`config.mk`:
```
export PLATFORM = sky130hd
export DESIGN_NAME = screens_controller
export DESIGN_NICKNAME = d
export VERILOG_FILES = /design/src/rtl/screens_pkg.sv /design/src/rtl/key_rise_detector.sv /design/src/rtl/screens_controller.sv
export SDC_FILE = /design/constraint.sdc
export NUM_CORES = 1
export LEC_CHECK = 0
export CAP_MARGIN = 15
export CORE_MARGIN = 2
export CORE_UTILIZATION = 35
export CTS_BUF_LIST = sky130_fd_sc_hd__clkbuf_4 sky130_fd_sc_hd__clkbuf_8
export DETAILED_ROUTE_END_ITERATION = 10
export GPL_ROUTABILITY_DRIVEN = 0
export MAX_ROUTING_LAYER = met4
export PLACE_DENSITY_LB_ADDON = 0.25
export SLEW_MARGIN = 20
export SYNTH_ARGS = -nofsm -noshare
export SYNTH_HDL_FRONTEND = slang
export SYNTH_HIERARCHICAL = 1
export SYNTH_SLANG_ARGS = --single-unit
```
`constraint.sdc`:
```
create_clock -name clk -period 1.6 [get_ports clk]
set_input_delay 0.16 -clock clk [delete_from_list [all_inputs] [get_ports clk]]
set_output_delay 0.16 -clock clk [all_outputs]
set_load 0.01 [all_outputs]
```
`src/rtl/screens_pkg.sv`:
```
// Shared screen codes and defaults for the outer game sequencer and the indications logic.
package screens_pkg;

    typedef enum logic [1:0] {
        SCREEN_START     = 2'd0,
        SCREEN_MAIN      = 2'd1,
        SCREEN_WIN       = 2'd2,
        SCREEN_GAME_OVER = 2'd3
    } screen_t;

    localparam int WIN_SCORE_DEFAULT   = 9;
    localparam int HOLD_FRAMES_DEFAULT = 60;

    // End screens are the ones that hold for a minimum number of frames.
    function automatic logic isEndScreen(input screen_t s);
        return (s == SCREEN_WIN) || (s == SCREEN_GAME_OVER);
    endfunction

endpackage

```
`src/rtl/key_rise_detector.sv`:
```
// Registered key sample with a one-cycle pulse on each rising edge of the key level.
module key_rise_detector (
    input  logic clk,
    input  logic resetN,
    input  logic key,
    output logic keyPress
);

    logic keySample;
    logic keyPrev;
    logic primed;

    // The first edge after reset loads both samples from the key. This means a key
    // that is already held when reset is released is not seen as a new press.
    always_ff @(posedge clk or negedge resetN) begin
        if (!resetN) begin
            keySample <= 1'b0;
            keyPrev   <= 1'b0;
            primed    <= 1'b0;
        end else begin
            keySample <= key;
            keyPrev   <= primed ? keySample : key;
            primed    <= 1'b1;
        end
    end

    assign keyPress = keySample & ~keyPrev;

endmodule

```
`src/rtl/screens_controller.sv`:
```
// Outer game state machine: selects the full-screen image and launches each new game.
module screens_controller
    import screens_pkg::*;
#(
    parameter int WIN_SCORE   = WIN_SCORE_DEFAULT,
    parameter int HOLD_FRAMES = HOLD_FRAMES_DEFAULT
) (
    input  logic       clk,
    input  logic       resetN,
    input  logic       startOfFrame,
    input  logic       key5IsPressed,
    input  logic [3:0] life,
    input  logic [3:0] score,
    input  logic [7:0] RGB_screen_main,
    input  logic [7:0] RGB_screen_start,
    input  logic [7:0] RGB_screen_win,
    input  logic [7:0] RGB_screen_game_over,
    output logic       start,
    output logic [1:0] screen,
    output logic [7:0] RGB_out
);

    localparam logic [1:0] ST_START     = SCREEN_START;
    localparam logic [1:0] ST_MAIN      = SCREEN_MAIN;
    localparam logic [1:0] ST_WIN       = SCREEN_WIN;
    localparam logic [1:0] ST_GAME_OVER = SCREEN_GAME_OVER;

    localparam logic [3:0] winThreshold = 4'(WIN_SCORE);
    localparam logic [7:0] holdLimit    = 8'(HOLD_FRAMES);

    logic [1:0] state;
    logic       armed;
    logic [7:0] frameCount;
    logic       keyPress;
    logic       holdDone;

    key_rise_detector key5Detector (
        .clk      (clk),
        .resetN   (resetN),
        .key      (key5IsPressed),
        .keyPress (keyPress)
    );

    assign holdDone = (frameCount == holdLimit);
    assign screen   = state;

    // The armed flag makes sure a life of 0 left over from the previous game cannot
    // end the new game before the main screen has reloaded its lives.
    always_ff @(posedge clk or negedge resetN) begin
        if (!resetN) begin
            state      <= ST_START;
            start      <= 1'b0;
            armed      <= 1'b0;
            frameCount <= 8'd0;
        end else begin
            start <= 1'b0;
            if (isEndScreen(screen_t'(state)) && startOfFrame && !holdDone) begin
                frameCount <= frameCount + 8'd1;
            end
            case (state)
                ST_START: begin
                    if (keyPress) begin
                        state <= ST_MAIN;
                        start <= 1'b1;
                        armed <= 1'b0;
                    end
                end
                ST_MAIN: begin
                    if (score >= winThreshold) begin
                        state      <= ST_WIN;
                        frameCount <= 8'd0;
                    end else if (armed && (life == 4'd0)) begin
                        state      <= ST_GAME_OVER;
                        frameCount <= 8'd0;
                    end else if (life != 4'd0) begin
                        armed <= 1'b1;
                    end
                end
                default: begin
                    if (keyPress && holdDone) begin
                        state <= ST_START;
                    end
                end
            endcase
        end
    end

    // One register on the pixel path; the VGA stage downstream accounts for it.
    always_ff @(posedge clk or negedge resetN) begin
        if (!resetN) begin
            RGB_out <= 8'h00;
        end else begin
            case (state)
                ST_START: RGB_out <= RGB_screen_start;
                ST_MAIN:  RGB_out <= RGB_screen_main;
                ST_WIN:   RGB_out <= RGB_screen_win;
                default:  RGB_out <= RGB_screen_game_over;
            endcase
        end
    end

endmodule

```
==> qor.yml <==
cells_and_area:
  multi_input_area_um2: 587
  finalNonFillerCells: 203
  area_growth_pct: 66.5
  final_net_count: 206
  layout-drive-gt1-share_pct: 27.0
  seq_area_um2: 578
  final_core_util_pct: 62.4
  n_fill_cell: 270
  antenna_cells: 0
setup_path:
  critPathBufInv: 2
  cp-start-kind: "flip-flop"
  critPathMaxFanout: 5
  path_delay_family: "simple AND/OR/NAND/NOR gates"
  path_cells: "inv_2 -> ha_4 -> or3b_4 -> buf_6 -> o211ai_1 -> xor2_1 -> nor2_1"
  crit_arrival_ps: 1890
  required_ps: 1820
  cpPeakStageDelay_ps: 410
  path_class: "reg -> reg"
  slowest_stage: "dfrtp_1"
  end_kind: "flip-flop"
timing:
  slew_violations: 0
  fin_skew_ps: 2.90
  setup_viol: 8
  hold_violations: 0
  fin_crit_ps: 1670
  whs_ps: 177
  fin_crit_sh_pct: 105
  final.setup.worst_slack_ps: -73.4
  fmax_mhz: 598
  rsz0062_at_grt: "true"
cts:
  htree_levels: 1
  clk_pin_slew_ps: 120
  cts_buffers: 3
  clock_path_buffers: 2
  numClockSinks: 23
  cts_tree: "built"
  clkLatencyLatePin_ps: 320
  ctsRootBufferMaster: "clkbuf_4"
run:
  maxCapViolCount: 0
drt:
  drc: 0
  drt_wl_total_um: 2910
  vias: 987
  ant_nets: 0
  vias_per_cell: 4.86
  drt-pass1-iter-count: 4
  first_iter_violations: 27
  wl_per_cell_um: 14.4
global_route:
  grt_pass1_wl_um: 4310
  grt_pass1_vias: 965
  antenna_found_initial: 0
  grt-ovfl-total: 0
  grt_max_degree: 24
  grt_use_total_pct: 16.3
floorplanning:
  initial_utilization_pct: 37.5
  die_x_um: 61.7
  core_um2: 3100
  num_rows: 20
  die_h_um: 61.7
  dieArea_um2: 3800
  io_pins: 55
place:
  dp_hpwl_um: 2250
  dp_cells: 194
  numPortBuffers: 54
logic_synthesis:
  postSynthCellCount: 89
  synthesis.area_um2: 1160
  seq_area_frac_synth_pct: 49.5
  yosysWarningCount: 6
  synth_top_area_share_pct: 49.5
  syn_nets: 135
  synth-edff-count: 0
  synth.largest_area_cell: "dfrtp_1"
  synth.distinct_cells: 37
  ys.flop_type: "dfrtp_1"
  async_reset_ff_share_pct: 100
  synth.area.top_cells: "dfrtp_1, mux4_2, nor2_1"
  synth.avg_cell_area_um2: 13.1
  yosys_register_bits: 23
power:
  p_per_area_nw_per_um2: 1330
  intPower_w: 0.00174
  seqPwrFrac_pct: 35.5
  power.switching_w: 0.000830
  comb_power_share_pct: 53.3
  power.share.switching_pct: 32.3
  ir_worst_vdd_mv: 0.721
  clock_power_share_pct: 11.2
  p_leak_nw: 0.789
min_path:
  hp-class: "in -> async"
run_status:
  violations: "negative setup slack"
  status: "finished with violations"
## path summary, 6_finish.rpt
check	cells after the start	slack, ps	end	start
hold reg to reg	1	520	key5Detector/keyPrev$_DFF_PN0_	key5Detector/keySample$_DFF_PN0_
min in group clk	1	300	key5Detector/keySample$_DFF_PN0_	key5IsPressed
setup / recovery	7	-70	frameCount[3]$_DFF_PN0_	frameCount[0]$_DFF_PN0_
hold / removal	2	180	start$_DFF_PN0_	resetN
setup reg to reg	7	-70	frameCount[3]$_DFF_PN0_	frameCount[0]$_DFF_PN0_
max in group asynchronous	2	1180	screen[1]$_DFFE_PN0P_	resetN
## repair_timing
| action | 4_1_cts | 5_1_grt |
|---|---|---|
| gates resized for setup | 4 | 10 |
| endpoints found under the setup margin | 10 | 10 |
| cloned | 0 | 0 |
| hold buffers | 0 | 0 |
| pin swaps | 4 | 11 |
| buffers inserted | 2 | 3 |
## logic make-up (layout without fill, tap and decap cells)
logic type / count (synthesis) / after routing / share of synthesized area [%]
and+or+nand+nor: 29 / 29 / 14.4
DFF: 23 / 23 / 49.5
AOI/OAI and AO/OA: 13 / 13 / 8.92
muxes: 10 / 10 / 17.6
buffers and inverters: 6 / 76 / 3.33
xor gates and xnor gates: 5 / 5 / 3.76
adders and majority gates: 2 / 2 / 2.15
other: 1 / 1 / 0.322
## power by group through the flow
stage	logic (W)	clock network (W)	registers, W
after floorplan	0.000599	0	0.000967
after global placement	0.00115	0	0.000938
after detailed placement	0.00118	0	0.000949
after CTS	0.00125	0.000302	0.000939
after global routing	0.00148	0.000332	0.000934
final	0.00137	0.000289	0.000912
## worst reg2reg max path: stages, from the launching register on
cell and delay [ps]:
dfrtp_1 410, inv_2 80, ha_4 120, or3b_4 400, buf_6 140, o211ai_1 220, xor2_1 160, nor2_1 50
## cell type report
| type | count | area share (%) |
|---|---|---|
| inverter | 2 | 0.388 |
| sequential | 23 | 29.8 |
| tap | 44 | 2.84 |
| multi-input combinational | 60 | 30.3 |
| clock buffer | 4 | 1.55 |
| timing repair buffer | 70 | 35.1 |
## placed cells by master (no fill, tap or decap), types with 3 or more instances in the layout
cell type,netlist,routed
nor2b_1,4,4
nor2_1,9,9
mux4_2,8,8
clkbuf_4,0,4
buf_4,0,14
xor2_1,3,3
clkdlybuf4s50_1,0,53
dfrtp_1,23,21
## per-stage QoR
| stage | setup WS (ps) | TNS, ps | cell area (um2) | power, W |
|---|---|---|---|---|
| CTS | -72.7 | -259 | 1880 | 0.00249 |
| detailed placement | -183 | -468 | 1820 | 0.00213 |
| global placement | -51.7 | -76.6 | 1820 | 0.00209 |
| global route | -150 | -912 | 1940 | 0.00275 |
| floorplan | -46.3 | -82.2 | 1160 | 0.00157 |
| finish | -73.4 | -269 | 1940 | 0.00257 |
## flip-flops by register name, indices dropped and copies added (netlist names)
signal                  flops
screen                      2
key5Detector/keySample      1
frameCount                  8
armed                       1
key5Detector/primed         1
key5Detector/keyPrev        1
RGB_out                     8
start                       1
## synthesized netlist by cell type (all sizes together) (2+ instances only)
master	count
dfrtp	23
nor2	10
mux4	8
nor2b	4
a21oi	3
buf	3
o211ai	3
xor2	3
and4	2
ha	2
inv	2
nand2	2
nand3	2
xnor2	2
## layer usage
metal / share of wire, % / wire (um) / GRT usage [%] / vias up
li1: - / - / - / 467
met1: 39 / 1140 / 18.9 / 490
met2: 54 / 1590 / 27.4 / 25
met3: 4.6 / 134 / 3.78 / 5
met4: 1.6 / 48 / 6.38 / 0
met5: 0 / 0 / - / -
No activity file was read; power rests on OpenSTA's default activity.
